`src/rtl/ifetch_stage.sv`:
```
// Instruction-fetch stage: owns the PC, issues one icache word read at a time,
// and buffers returned {instr, pc} pairs in a 2-entry queue feeding decode.
module ifetch_stage #(
  parameter logic [31:0] RESET_PC = 32'h0000_0000
) (
  input  logic        clk,
  input  logic        rst,
  input  logic        ex_ifetch_redirect,
  input  logic [31:0] ex_ifetch_target,
  output logic [31:0] ifetch_icache_addr,
  output logic        ifetch_icache_read,
  input  logic [31:0] icache_ifetch_rdata,
  input  logic        icache_ifetch_resp,
  output logic [31:0] ifetch_decode_instr,
  output logic [31:0] ifetch_decode_pc,
  output logic        ifetch_decode_valid,
  input  logic        decode_ifetch_ready
);

  typedef enum logic [1:0] {
    IDLE   = 2'd0,
    BUSY   = 2'd1,
    SQUASH = 2'd2
  } state_t;

  state_t      state;
  state_t      state_next;
  logic [31:0] pc;
  logic [31:0] req_addr;
  logic [31:0] redirect_pc;

  logic [31:0] fifo_instr [2];
  logic [31:0] fifo_pc    [2];
  logic        rd_ptr;
  logic        wr_ptr;
  logic [1:0]  count;
  logic [1:0]  count_post;

  logic        pop;
  logic        push;
  logic        launch;
  logic        launch_ok;

  assign redirect_pc = ex_ifetch_target & ~32'h0000_0003;

  // Redirect flushes the queue, so a pop in that cycle is meaningless.
  assign pop        = (count != 2'd0) && decode_ifetch_ready && !ex_ifetch_redirect;
  assign push       = (state == BUSY) && icache_ifetch_resp && !ex_ifetch_redirect;
  assign count_post = count + {1'b0, push} - {1'b0, pop};
  // Launching only when the queue will hold at most one entry reserves room
  // for the response, so a push never meets a full queue.
  assign launch_ok  = (count_post <= 2'd1);

  always_comb begin
    state_next = state;
    launch     = 1'b0;
    case (state)
      IDLE: begin
        if (!ex_ifetch_redirect && launch_ok) begin
          launch = 1'b1;
        end
      end
      BUSY: begin
        if (icache_ifetch_resp) begin
          if (ex_ifetch_redirect) begin
            state_next = IDLE;
          end else if (launch_ok) begin
            launch = 1'b1;
          end else begin
            state_next = IDLE;
          end
        end else if (ex_ifetch_redirect) begin
          state_next = SQUASH;
        end
      end
      SQUASH: begin
        if (icache_ifetch_resp) begin
          state_next = IDLE;
        end
      end
      default: state_next = IDLE;
    endcase
    if (launch) begin
      state_next = BUSY;
    end
  end

  always_ff @(posedge clk or negedge rst) begin
    if (!rst) begin
      state    <= IDLE;
      pc       <= RESET_PC;
      req_addr <= 32'h0;
    end else begin
      state <= state_next;
      if (ex_ifetch_redirect) begin
        pc <= redirect_pc;
      end else if (launch) begin
        req_addr <= pc;
        pc       <= pc + 32'd4;
      end
    end
  end

  // Pointers return to zero on a flush so the head and tail stay aligned.
  always_ff @(posedge clk or negedge rst) begin
    if (!rst) begin
      rd_ptr <= 1'b0;
      wr_ptr <= 1'b0;
      count  <= 2'd0;
    end else if (ex_ifetch_redirect) begin
      rd_ptr <= 1'b0;
      wr_ptr <= 1'b0;
      count  <= 2'd0;
    end else begin
      if (push) begin
        wr_ptr <= ~wr_ptr;
      end
      if (pop) begin
        rd_ptr <= ~rd_ptr;
      end
      count <= count_post;
    end
  end

  always_ff @(posedge clk or negedge rst) begin
    if (!rst) begin
      fifo_instr[0] <= 32'h0;
      fifo_instr[1] <= 32'h0;
      fifo_pc[0]    <= 32'h0;
      fifo_pc[1]    <= 32'h0;
    end else if (push) begin
      fifo_instr[wr_ptr] <= icache_ifetch_rdata;
      fifo_pc[wr_ptr]    <= req_addr;
    end
  end

  assign ifetch_icache_addr  = req_addr;
  assign ifetch_icache_read  = (state != IDLE);
  assign ifetch_decode_instr = fifo_instr[rd_ptr];
  assign ifetch_decode_pc    = fifo_pc[rd_ptr];
  assign ifetch_decode_valid = (count != 2'd0);

endmodule

```
`config.mk`:
```
export PLATFORM = sky130hd
export DESIGN_NAME = ifetch_stage
export DESIGN_NICKNAME = d
export VERILOG_FILES = /design/src/rtl/ifetch_stage.sv
export SDC_FILE = /design/constraint.sdc
export NUM_CORES = 1
export LEC_CHECK = 0
export BUFFER_PORTS_ARGS = -buffer_cell sky130_fd_sc_hd__buf_2
export CAP_MARGIN = 40
export CORE_MARGIN = 2
export CORE_UTILIZATION = 30
export CTS_CLUSTER_DIAMETER = 80
export DETAILED_ROUTE_END_ITERATION = 12
export SLEW_MARGIN = 10
export SYNTH_ARGS = -nofsm -noshare
export SYNTH_HDL_FRONTEND = slang
export SYNTH_SLANG_ARGS = --single-unit
```
`constraint.sdc`:
```
create_clock -name clk -period 3.9 [get_ports clk]
set_input_delay 0.195 -clock clk [delete_from_list [all_inputs] [get_ports clk]]
set_output_delay 0.195 -clock clk [all_outputs]
set_load 0.005 [all_outputs]
```
Word-level counts from Yosys, hierarchy flattened:

Cells that the tools add are included.

* word-level logic and storage cells: 72
* register bits: 198
* input bits: 69
* output and inout bits: 98

* bitwise gates (word level): 5
* $lt $le $gt $ge: 4
* multiplexer cells: 29
* reductions and logical operators: 15
* equal/unequal tests: 6
* $add $sub $neg: 3

Operators by type and width (number)
* $mux 32: 9
* $bwmux 64: 2
* $add 32x3->32 const B: 1
* $demux 32 s1: 1
* $mux 2: 7
* $reduce_bool 2->1: 5
* $mux 1: 8
* $ne 4x4->1 const B: 2
* $logic_and 1x1->1: 6
* $pmux 2 s3: 1
* $ge 2x2->1 const B: 2
* $not 1->2: 2
* $reduce_and 4->1: 1
* $ne 3x3->1 const B: 1
* $not 1->1: 3
* $add 2x1->2: 1
* $eq 2x1->1 const B: 1
* $eq 2x2->1 const B: 1
* $le 2x1->1 const B: 1
* $logic_not 2->1: 1
* $lt 2x1->1 const B: 1
* $ne 2x2->1 const B: 1
* $pmux 1 s2: 1
* $reduce_and 2->1: 1
* 2 further kinds: 2

Depth between registers and ports, before layout:

Gate-level depths: netlist (run 1).

* depth after elaboration: 12
* mapped depth: 12
* mapped depth without buffers: 11

Least setup slack after synthesis (run 1):

No wires, ideal clock.

* path type: input to register
* start point: input port ex_ifetch_redirect
* end point: register req_addr[10], in the netlist ifetch_icache_addr[10]
* setup slack: 1177 ps
* library setup time: 125 ps
* arrival time: 2599 ps
* buffers on the path: 3
* data required time: 3775 ps
* stages: 11
* cell sequence: clkbuf_1 clkbuf_1 nor2_1 ha_1 inv_1 ha_1 xor3_2 or3_4 nor2_2 buf_4 mux2_2

* cells in the longest elaborated chain, start to end: 10
* elaborated cells between the ends (all ways): 14
* classes of those cells: add/sub (2); order compare (1); mux (5); bitwise (1); reduce/logical (5)

RTL lines
* start: declaration: line 8 `input logic ex_ifetch_redirect,`
* $logic_not 1->1: line 47, 48, 59
* $logic_and 1x1->1: line 48 `assign push = (state == BUSY) && icache_ifetch_resp && !ex_ifetch_redirect;`
* $add 2x1->2: line 49 `assign count_post = count + {1'b0, push} - {1'b0, pop};`
* $sub 2x1->2: line 49
* $le 2x1->1: line 52 `assign launch_ok = (count_post <= 2'd1);`
* $mux 1: line 67 `end else if (launch_ok) begin`
* $mux 1: line 65 `if (ex_ifetch_redirect) begin`
* $mux 1: line 64 `if (icache_ifetch_resp) begin`
* $pmux 1 s2: line 57 `case (state)`
* $reduce_and 2->1 (no source line) (*)
* end signal: assignment: line 98 `req_addr <= pc;`
* end: declaration: line 29 `logic [31:0] req_addr;`

Every way passes the cells marked *; elsewhere a longest branch is shown, timed or not.
A chain may end at the register's enable or synchronous reset.

Worst setup path after layout (run 1):

* start point: register state[1]
* end point: register req_addr[20], in the netlist ifetch_icache_addr[20]

* cells in the longest elaborated chain, start to end: 11
* elaborated cells between the ends (all ways): 14
* classes of those cells: add/sub (2); order compare (1); eq/ne (1); mux (5); reduce/logical (5)

RTL lines
* start: declaration: line 26 `state_t state;`
* start signal: assignment: line 94 `state <= state_next;`
* $eq 2x1->1: line 48, 57
* $logic_and 1x1->1 (2 in a row): line 48
* $add 2x1->2: line 49
* $sub 2x1->2: line 49
* $le 2x1->1: line 52
* $mux 1: line 67
* $mux 1: line 65
* $mux 1: line 64
* $pmux 1 s2 (*): line 57
* $reduce_and 2->1 (no source line) (*)

Marks and branches as above.

==> results of run 1 <==
## synthesized netlist by cell type, drive strengths merged (2+ instances only)
cell type / count / area, µm²
or2: 2 / 12.5
xnor2: 7 / 61.3
o31ai: 2 / 15.0
and4: 6 / 52.6
nand4: 16 / 100
xor2: 18 / 158
and2: 3 / 18.8
o211ai: 2 / 15.0
nand3: 11 / 55.1
or3: 3 / 23.8
mux2: 218 / 2450
nor2b: 4 / 25.0
nor2: 12 / 47.6
dfrtp: 190 / 4750
or4: 4 / 30.0
nor3: 4 / 31.3
inv: 4 / 15.0
clkbuf: 16 / 60.1
nand2: 35 / 131
and3: 7 / 43.8
ha: 3 / 37.5
o21ai: 24 / 120
a31oi: 4 / 25.0
buf: 22 / 130
## critical path: stages (launching register included)
cell and delay, ns:
dfrtp_1 0.46, nor2b_1 0.26, nand3_1 0.20, ha_1 0.31, inv_1 0.06, ha_1 0.14, xor3_2 0.30, or3_4 0.43
nor2_4 0.28, buf_4 0.28, mux2_2 0.35
## cell families after synthesis
group,after synthesis
buffers and inverters,42
AND/OR/NAND/NOR,108
adder cells (fa/ha/maj),3
XOR/XNOR,26
flip-flops,190
AO/OA/AOI/OAI,34
multiplexers,219
other,1
## how the worst min path moves through the flow
stage                      startpoint                          to  cells past startpoint
2_1_floorplan                     rst          count[0]$_DFF_PN0_                      0
3_3_place_gp                      rst  fifo_instr[29]$_DFFE_PN0P_                      1
3_5_place_dp                      rst  fifo_instr[61]$_DFFE_PN0P_                      1
4_1_cts        icache_ifetch_rdata[7]   fifo_instr[7]$_DFFE_PN0P_                      2
5_1_grt        icache_ifetch_rdata[5]   fifo_instr[5]$_DFFE_PN0P_                      2
6_report         ex_ifetch_target[18]          pc[18]$_DFFE_PN0N_                      3
## sequential cells by signal, indices dropped and copies added, names as in the netlist
name                cells
pc                     30
rd_ptr                  1
count                   2
ifetch_icache_addr     30
wr_ptr                  1
fifo_pc                60
state                   2
fifo_instr             64
## power by group
part | switching [mW] | internal [mW] | leakage, nW
Combinational | 0.667 | 1.14 | 2.26
Sequential | 0.413 | 2.65 | 2.35
Clock | 0.775 | 1.01 | 0.293
Total | 1.85 | 4.80 | 4.90
## per-stage QoR
step / hold WS (ns) / cell area (µm²)
2_1_floorplan: -0.101 / 8490
3_3_place_gp: 0.406 / 9720
3_5_place_dp: 0.166 / 9740
4_1_cts: 0.000922 / 10700
5_1_grt: 0.00107 / 10800
6_report: 0.0203 / 10800
## metal layers
layer	up-vias	global-route usage, %
met5	-	0
met4	0	3.91
met3	10	3.20
met2	114	22.8
met1	2778	17.6
li1	2607	-
## final cells by class
cell class / instances / share of cell area, %
Clock buffer: 17 / 3.95
Clock inverter: 14 / 1.55
Inverter: 4 / 0.139
Multi-Input combinational cell: 394 / 32.9
Sequential cell: 190 / 44.2
Tap cell: 378 / 4.39
Timing Repair Buffer: 217 / 12.9
==> implementation parameters, run 1 <==
Parameter                              Value

Timing
  Clock skew after layout    0.0146 ns
  RSZ-0062 raised after global routing    false
  Pins over their slew limit    0
  Final TNS setup    0 ns
  Final worst path period need    3.21 ns
  Final worst-path cycle share    82.2%
  Slew margin rel.    43.7%
  Worst Slack Setup Final    0.692 ns
  # setup viols final    0
  Final Hold Vio Count    0
  Peak clock frequency supported by timing    312 MHz
  Tightest Pin Transition    0.845 ns

Critical path
  Critical path start-end classification    flop to flop
  Critical path launch point    state[1]$_DFFE_PN0P_
  Kind of start point of the critical path    flop
  Critical Path End Type    flop
  Worst-case register-to-register setup slack    0.69 ns
  Critical-path maximum fanout    12
  Length in cells of the worst reg-to-reg path    10
  R2R Path End    ifetch_icache_addr[20]$_DFFE_PN0P_
  CP Capture Point    ifetch_icache_addr[20]$_DFFE_PN0P_
  Arrival time at the worst endpoint    3.50 ns
  Required time of the critical path    4.19 ns
  Startpoint of the worst-slack reg-to-reg timing path    state[1]$_DFFE_PN0P_

Routing
  Post-route ant nets    0
  Met3 Routed Length    923 µm
  Detailed-router iteration count before antenna repair    4
  Violation count after the first detailed-routing iteration    204
  Total length of routed wires    19.7 mm
  WL/cell    16.2 µm
  Via-per-instance ratio    4.54
  Final routed DRC violation total    0
  Highest routing layer actually used    met4
  Via count of the routed design    5,509
  Post-route met1 wirelength    9.13 mm
  Routed length on met2    9.46 mm

Placement
  Inst Count DP    1,140
  Weighted congestion at the end of routability-driven global placement    0.747
  Port Buffer Count    160
  DPL Wire Length    13.1 mm
  Worst-case setup slack after placement    0.687 ns

Floorplanning
  Initial Utilization    30.5%
  Core area    27,800 µm²
  Placement Rows    61
  Total Die Area    29,600 µm²
  Floorplan die height    172 µm
  Total I/O pin count    167
  Width of the die    172 µm

Cells and area
  Sequential cell area    4760 µm²
  Final Instance Count excl. Fillers    1,214
  Layout cell share with drive strength beyond 1    51.4%
  Layout net count    896
  Top library cells by usage in the layout, fill and taps aside    mux2_2 (217), dfrtp_1 (189), buf_2 (159)
  Number of fill cells in the layout    2,736
  Share of the core filled with cells in the final layout    38.7%
  Area of the multi-input gates    3540 µm²
  Diodes inserted    0
  Most common cell after layout, fill and taps aside    mux2_2
  P&R area growth vs syn    27.0%

Clock tree
  Clk_lat worst skew    0.42 ns
  Clock transition at the registers of the reported paths    0.07 ns
  Number of gates resized after CTS    0
  Num Clock Sinks    190
  Deepest clock path buffer count    2
  Number of levels in the clock H-tree    4
  CTS tree    done
  Buffer cell driving the clock tree root    clkbuf_16
  Number of clock buffers inserted by TritonCTS    17
  Number of buffers inserted by hold repair at cts    41
  Post CTS Setup Buffer Count    0

Synthesis
  Mux share of post-synthesis cell area    29.1%
  Number of synthesized register bits    190
  Most instantiated flip-flop cell in the synthesis netlist    dfrtp_1
  Count of different cell masters after synthesis    37
  Post-synthesis adder-cell area fraction    0.443%
  Post-synthesis compound-gate area fraction    2.21%
  Synth Area in XOR/XNOR    2.88%
  Proportion of synthesized chip area in sequential cells    56.1%
  Post-synthesis average cell area    13.6 µm²
  Largest family of logic cells by synthesized area    multiplexers
  Synthesis Warnings    0
  Gate Count Post-Synth    623
  Post-synthesis share of cell area spent on and, or, nand and nor gates    6.82%
  Summed instance area of the synthesized netlist    8480 µm²
  Number of enable-type register cells in the synthesized netlist    0
  FFs w/ async S/R, synth    100%

Power and ir drop
  Peak VDD IR    0.268 mV
  Total power after layout    6.66 mW
  Total power divided by cell area    619 nW/µm²
  Leakage power figure    4.90 nW

Outcome
  Result of the run    finished clean

Global route
  Antenna violations before repair    0
  Maximum number of pins on one net before global-route repair    72
  First-pass GRT wire length    30.9 mm
  Number of global-route vias before repair    5,652
  Grt ovf    0
  All-layer global routing usage    13.6%

Hold path
  Hold WC Path Type    input port to flop

Flow run
  Max cap viols    0
No activity file was read; power rests on OpenSTA's default activity.
==> inputs of run 2 (changes only) <==
--- a/config.mk
+++ b/config.mk
@@ -5,6 +5,7 @@
 export SDC_FILE = /design/constraint.sdc
 export NUM_CORES = 1
 export LEC_CHECK = 0
+export ABC_AREA = 1
 export BUFFER_PORTS_ARGS = -buffer_cell sky130_fd_sc_hd__buf_2
 export CAP_MARGIN = 40
 export CORE_MARGIN = 2
==> constraint.sdc (replaced) <==
create_clock -name clk -period 2.91 [get_ports clk]
set_input_delay 0.1455 -clock clk [delete_from_list [all_inputs] [get_ports clk]]
set_output_delay 0.1455 -clock clk [all_outputs]
set_load 0.005 [all_outputs]
==> run 2 against run 1 <==
Register-to-register slack got worse by 0.19 ns. Global-route usage rose by 1.3 points. Die area rose by 9.6%. Sequential power rose by 46%. Clock-buffer cell count rose by 3. Core utilization fell by 0.91 points. First-iteration DRC count rose by 110%. Fmax rose by 33%. Synthesized cell count rose by 94%. Critical endpoint is now pc[31]$_DFFE_PN0N_. Highest routed layer unchanged.
==> implementation parameters, run 2 <==
Parameter                              Value

Critical path
  R2R Path End    pc[31]$_DFFE_PN0N_
  Required time of the critical path    3.24 ns
  Most frequent cell on the critical path    nand2_1
  Slowest CP cell    dfrtp_1
  Length in cells of the worst reg-to-reg path    14
  Kind of start point of the critical path    flop
  Worst path max stage delay    0.39 ns
  Critical Path End Type    flop
  Logic depth of the worst setup path including buffers    14
  Critical-path maximum fanout    26
  Critical path launch point    count[1]$_DFF_PN0_
  CP bufs+invs    4
  Critical path start-end classification    flop to flop
  CP Capture Point    pc[31]$_DFFE_PN0N_
  Arrival time at the worst endpoint    2.74 ns
  Gate family responsible for the most delay along the worst path    simple AND/OR/NAND/NOR gates
  Startpoint of the worst-slack reg-to-reg timing path    count[1]$_DFF_PN0_
  Worst-case register-to-register setup slack    0.50 ns
  Series of cell instances along the critical path    or2_2 -> nand2_1 -> nor2_1 -> ha_1 -> inv_1 -> ha_1 -> inv_1 -> nand2_1 -> nand3_2 -> buf_4 -> nand3_1 -> nand2_1 -> inv_1 -> nand2_1

Routing
  Detailed-router iteration count before antenna repair    6
  Via-per-instance ratio    4.36
  Post-route ant nets    0
  WL/cell    13.2 µm
  Total length of routed wires    23.9 mm
  Violation count after the first detailed-routing iteration    430
  Final routed DRC violation total    0
  Via count of the routed design    7,908

Global route
  First-pass GRT wire length    39.2 mm
  Number of global-route vias before repair    7,617
  Maximum number of pins on one net before global-route repair    125
  All-layer global routing usage    14.9%
  Antenna violations before repair    0
  Grt ovf    0

Timing
  Peak clock frequency supported by timing    415 MHz
  Final worst path period need    2.41 ns
  Final worst-path cycle share    82.8%
  RSZ-0062 raised after global routing    false
  Final Hold Vio Count    0
  # setup viols final    0
  Final TNS setup    0 ns
  Pins over their slew limit    0
  Slew margin rel.    63.3%
  Clock skew after layout    0.0148 ns
  Hold Slack    0.0210 ns
  Tightest Pin Transition    0.550 ns

Power and ir drop
  Int Power    6.33 mW
  Switching power as a share of total power    36.1%
  Proportion of power drawn by combinational gates    30.5%
  Total power after layout    9.91 mW
  Leakage power figure    5.91 nW
  Clock network fraction of total power    24.5%
  Net switching power of the design    3.58 mW
  Sequential Power Share    44.9%
  Total power divided by cell area    857 nW/µm²
  Peak VDD IR    0.430 mV

Synthesis
  Number of synthesized register bits    190
  Summed instance area of the synthesized netlist    9310 µm²
  Cell types with the largest area share after synthesis    dfrtp_1 (51%), nand2_1 (17%), o21ai_0 (9.8%), inv_1 (7.1%), nand3_1 (3.0%)
  Largest family of logic cells by synthesized area    simple AND/OR/NAND/NOR gates
  Number of enable-type register cells in the synthesized netlist    0
  Post-synthesis compound-gate area fraction    12.8%
  Post-synthesis share of cell area spent on and, or, nand and nor gates    23.1%
  Proportion of synthesized chip area in sequential cells    51.1%
  Most numerous cell in the Yosys netlist    nand2_1
  Synth cell count leaders    nand2_1 (421), dfrtp_1 (190), o21ai_0 (183), inv_1 (176), nand3_1 (55)
  Library cell with the largest summed area after synthesis    dfrtp_1
  Most instantiated flip-flop cell in the synthesis netlist    dfrtp_1
  Gate Count Post-Synth    1,210
  Post-synthesis average cell area    7.70 µm²
  Synthesis Warnings    0
  FFs w/ async S/R, synth    100%
  Fraction of post-synthesis cell area in the top cell type by area    51.1%
  Post-synthesis adder-cell area fraction    0.403%
  Synth Area in XOR/XNOR    0.658%
  Count of different cell masters after synthesis    32
  Mux share of post-synthesis cell area    0%

Cells and area
  Top library cells by usage in the layout, fill and taps aside    nand2_1 (421), dfrtp_1 (190), o21ai_0 (183)
  Sequential cell area    4750 µm²
  Share of the core filled with cells in the final layout    37.8%
  Biggest registers after layout    fifo_instr x64, fifo_pc x60
  Most common cell after layout, fill and taps aside    nand2_1
  Final std cell area, no fill    11,600 µm²
  Area of the multi-input gates    3450 µm²
  Layout cell share with drive strength beyond 1    16.0%
  Number of fill cells in the layout    3,240
  P&R area growth vs syn    24.3%
  Register ranked first by flip-flop count    fifo_instr
  Diodes inserted    0
  Layout net count    1,476
  Number of flip-flops in the largest register    64

Clock tree
  Number of levels in the clock H-tree    4
  Deepest clock path buffer count    2
  Buffer cell driving the clock tree root    clkbuf_16
  CTS tree    done
  Num Clock Sinks    190
  Clock transition at the registers of the reported paths    0.08 ns
  Clk_lat worst skew    0.44 ns
  Number of clock buffers inserted by TritonCTS    17

Floorplanning
  Width of the die    180 µm
  Placement Rows    64
  Total Die Area    32,500 µm²
  Core area    30,600 µm²
  Initial Utilization    30.4%
  Total I/O pin count    167
  Floorplan die height    180 µm

Placement
  DPL Wire Length    16.6 mm
  Weighted congestion at the end of routability-driven global placement    0.868
  Port Buffer Count    160
  Placed instance area    10,400 µm²

Hold path
  Hold WC Path Type    input port to flop

Outcome
  Result of the run    finished clean

Flow run
  Max cap viols    0
run 2: metrics by stage:
| stage | std cells | worst slack (ns) |
|---|---|---|
| 2_1_floorplan | 1213 | 0.845 |
| 3_3_place_gp | 1723 | 0.545 |
| 3_5_place_dp | 1723 | 0.506 |
| 6_report | 1813 | 0.501 |
| 4_1_cts | 1813 | 0.465 |
| 5_1_grt | 1813 | 0.281 |
run 2: final cells by class:
type / count / share of cell area [%]
Clock inverter: 12 / 1.26
Clock buffer: 20 / 3.95
Timing Repair Buffer: 233 / 13.7
Inverter: 180 / 5.85
Tap cell: 396 / 4.28
Multi-Input combinational cell: 782 / 29.8
Sequential cell: 190 / 41.1
run 2: timing repair:
action / 4_1_cts / 5_1_grt
setup buffers: 0 / 0
endpoints found under the hold margin: 140 / 0
hold buffers: 58 / 0
resized for setup: 0 / 0
run 2: worst reg2reg max path, stage by stage, from the launching register on:
cell	delay, ns
dfrtp_1	0.39
or2_2	0.30
nand2_1	0.10
nor2_1	0.05
ha_1	0.28
inv_1	0.06
ha_1	0.17
inv_1	0.05
nand2_1	0.09
nand3_2	0.24
buf_4	0.32
nand3_1	0.13
nand2_1	0.05
inv_1	0.05
nand2_1	0.04
run 2: logic make-up (layout without fill, tap and decap cells):
kind of cell             Yosys count  count (layout)
AND/OR/NAND/NOR                  535             535
buffers and inverters            241             445
adder cells (fa/ha/maj)            3               3
flip-flops                       190             190
AO/OA/AOI/OAI                    233             233
other                              1               4
XOR/XNOR                           7               7
run 2: worst min path at each step:
stage | start | endpoint | slack (ns) | depth (start not counted)
2_1_floorplan | rst | count[0]$_DFF_PN0_ | -0.15 | 0
3_3_place_gp | rst | fifo_instr[24]$_DFFE_PN0P_ | 0.15 | 1
3_5_place_dp | rst | fifo_instr[24]$_DFFE_PN0P_ | 0.14 | 1
4_1_cts | ex_ifetch_target[29] | pc[29]$_DFFE_PN0N_ | 0.009 | 5
5_1_grt | ex_ifetch_target[29] | pc[29]$_DFFE_PN0N_ | 0.02 | 5
6_report | ex_ifetch_target[29] | pc[29]$_DFFE_PN0N_ | 0.02 | 5
run 2: power by group through the flow:
stage	Clock, mW	Sequential, mW	Combinational, mW
3_3_place_gp	0	4.48	2.93
4_1_cts	2.51	4.47	3.08
5_1_grt	2.61	4.61	3.52
3_5_place_dp	0	4.52	3.00
2_1_floorplan	0	4.27	1.85
6_report	2.43	4.46	3.03
run 2: routing by layer:
layer  up-vias  global-route usage (%)  routed length (µm)
met5         -                       0                   0
met3        21                    2.71                1050
met4         0                    4.55                 433
li1       4114                       -                   -
met1      3597                    20.6               11700
met2       176                    23.6               10700
==> inputs of run 3 (changes only) <==
==> constraint.sdc (replaced) <==
create_clock -name clk -period 2.3 [get_ports clk]
set_input_delay 0.115 -clock clk [delete_from_list [all_inputs] [get_ports clk]]
set_output_delay 0.115 -clock clk [all_outputs]
set_load 0.005 [all_outputs]
==> run 3 against run 2 <==
Global-route usage up 0.082 points. Cell count up 0.77%. Fmax is 11% higher. Combinational power grew 30%. First-iteration DRC count up 35%. Critical path depth decreased by 1. Clock power increased by 24%. Via count is 2.0% higher. Highest routed layer unchanged.
==> implementation parameters, run 3 (synthesis results as in run 2) <==
Parameter                              Value

Routing
  Total length of routed wires    24.2 mm
  Post-route ant nets    0
  WL/cell    13.2 µm
  Violation count after the first detailed-routing iteration    579
  Via count of the routed design    8,070
  Final routed DRC violation total    0
  Detailed-router iteration count before antenna repair    5
  Via-per-instance ratio    4.42

Hold path
  Worst hold path depth    5
  Hold WC Path Type    input port to flop
  Hold Crit Start    ex_ifetch_target[18]

Floorplanning
  Floorplan die height    180 µm
  Placement Rows    64
  Core area    30,600 µm²
  Total Die Area    32,500 µm²
  Initial Utilization    30.4%
  Total I/O pin count    167
  Width of the die    180 µm

Critical path
  Critical Path End Type    flop
  Kind of start point of the critical path    flop
  Slowest CP cell    dfrtp_1
  Critical path launch point    count[1]$_DFF_PN0_
  Arrival time at the worst endpoint    2.55 ns
  Required time of the critical path    2.68 ns
  Gate family responsible for the most delay along the worst path    simple AND/OR/NAND/NOR gates
  CP bufs+invs    4
  Logic depth of the worst setup path including buffers    13
  Startpoint of the worst-slack reg-to-reg timing path    count[1]$_DFF_PN0_
  Most frequent cell on the critical path    inv_1
  Critical-path maximum fanout    8
  Worst path max stage delay    0.40 ns
  Series of cell instances along the critical path    or2_4 -> nand2_4 -> nor2_1 -> ha_1 -> inv_1 -> ha_2 -> inv_1 -> nand2_2 -> nand3_4 -> inv_4 -> buf_4 -> nand3_1 -> nand2_1
  Length in cells of the worst reg-to-reg path    13
  Critical path start-end classification    flop to flop

Timing
  Pins over their slew limit    0
  Clock skew after layout    0.0175 ns
  Peak clock frequency supported by timing    460 MHz
  Worst Slack Setup Final    0.124 ns
  Final worst-path cycle share    94.6%
  # setup viols final    0
  Final worst path period need    2.18 ns
  Final TNS setup    0 ns
  Final Hold Vio Count    0

Power and ir drop
  Peak VDD IR    0.542 mV
  Leakage power figure    6.00 nW
  Int Power    8.05 mW
  Total power divided by cell area    1070 nW/µm²
  Net switching power of the design    4.55 mW
  Proportion of power drawn by combinational gates    31.4%
  Clock network fraction of total power    24.0%
  Switching power as a share of total power    36.1%
  Sequential Power Share    44.6%

Clock tree
  Buffer cell driving the clock tree root    clkbuf_16
  Num Clock Sinks    190
  Clk_lat worst skew    0.44 ns
  Clock transition at the registers of the reported paths    0.07 ns
  Number of clock buffers inserted by TritonCTS    17
  Deepest clock path buffer count    2
  CTS tree    done
  Number of levels in the clock H-tree    4

Cells and area
  Biggest registers after layout    fifo_instr x64, fifo_pc x60
  Layout cell share with drive strength beyond 1    16.8%
  Number of fill cells in the layout    3,213
  Number of flip-flops in the largest register    64
  P&R area growth vs syn    26.3%
  Most common cell after layout, fill and taps aside    nand2_1
  Register ranked first by flip-flop count    fifo_instr
  Layout net count    1,490
  Diodes inserted    0
  Top library cells by usage in the layout, fill and taps aside    nand2_1 (419), dfrtp_1 (190), o21ai_0 (183)

Flow run
  Max cap viols    0

Global route
  Antenna violations before repair    0
  All-layer global routing usage    15.0%
  Maximum number of pins on one net before global-route repair    97
  Number of global-route vias before repair    7,318
  First-pass GRT wire length    39.1 mm
  Grt ovf    0

Placement
  DPL Wire Length    16.7 mm
  Worst-case setup slack after placement    0.00718 ns
  Weighted congestion at the end of routability-driven global placement    0.895
  Port Buffer Count    160

Outcome
  Result of the run    finished clean
[run 3: cell types whose count changed in the layout (fill, tap and decap cells not counted), sizes merged]
cell,before,now
clkbuf,21,23
inv,186,185
dlygate4sd3,58,62
clkinvlp,3,2
clkinv,1,4
buf,174,181
[run 3: repair_timing]
action	CTS	global route
hold endpoints to repair	138	0
setup endpoints to repair	1	39
cloned	0	3
buffers inserted	0	1
hold buffers	62	0
pin swaps	0	2
gates resized for setup	1	13
[run 3: power groups by stage]
| stage | Combinational (mW) | Sequential [mW] | Clock [mW] |
|---|---|---|---|
| after CTS | 3.91 | 5.64 | 3.12 |
| after floorplan | 2.34 | 5.41 | 0 |
| final | 3.95 | 5.62 | 3.02 |
| after global routing | 4.60 | 5.81 | 3.26 |
| after detailed placement | 3.81 | 5.71 | 0 |
| after global placement | 3.73 | 5.67 | 0 |
[run 3: area by class of cell]
type                    count  area, µm²  share of cell area [%]
multi-input cells         782       3480                    29.6
repair buffers            247       1770                    15.0
clock buffers              19        433                    3.68
well taps                 396        495                    4.21
clock inverters            13        153                    1.30
flip-flops and latches    190       4750                    40.4
inverters                 180        679                    5.78
[run 3: through the flow]
stage | std cells | utilization [%] | hold WS [ns] | cell area, µm² | total power [mW]
2_1_floorplan | 1213 | - | -0.181 | 9320 | 7.75
3_3_place_gp | 1729 | 34.1 | 0.100 | 10400 | 9.39
3_5_place_dp | 1729 | 34.1 | 0.102 | 10400 | 9.51
4_1_cts | 1823 | 38.0 | 0.0132 | 11600 | 12.7
5_1_grt | 1827 | 38.5 | 0.0478 | 11800 | 13.7
6_report | 1827 | 38.5 | 0.0435 | 11800 | 12.6
[run 3: metal layers]
| metal | wire length [µm] | up-vias | GRT usage, % |
|---|---|---|---|
| met5 | 0 | - | 0 |
| met4 | 382 | 0 | 4.55 |
| met3 | 857 | 22 | 2.22 |
| met2 | 10700 | 170 | 22.6 |
| met1 | 12200 | 3720 | 22.1 |
| li1 | - | 4158 | - |
[run 3: final timing paths]
check | endpoint | slack, ns
max in group asynchronous | fifo_pc[58]$_DFFE_PN0P_ | 1.36
worst max-delay path | pc[18]$_DFFE_PN0N_ | 0.12
worst min register to register | fifo_pc[43]$_DFFE_PN0P_ | 0.49
worst min-delay path | pc[18]$_DFFE_PN0N_ | 0.04
worst max register to register | pc[18]$_DFFE_PN0N_ | 0.12
min in group asynchronous | fifo_instr[23]$_DFFE_PN0P_ | 0.19
[run 3: tightest hold or removal path, cell delays in order]
cell and delay [ns]:
buf_2 0.08, nand2_1 0.09, nand2_1 0.08, inv_1 0.03
nand2_1 0.04
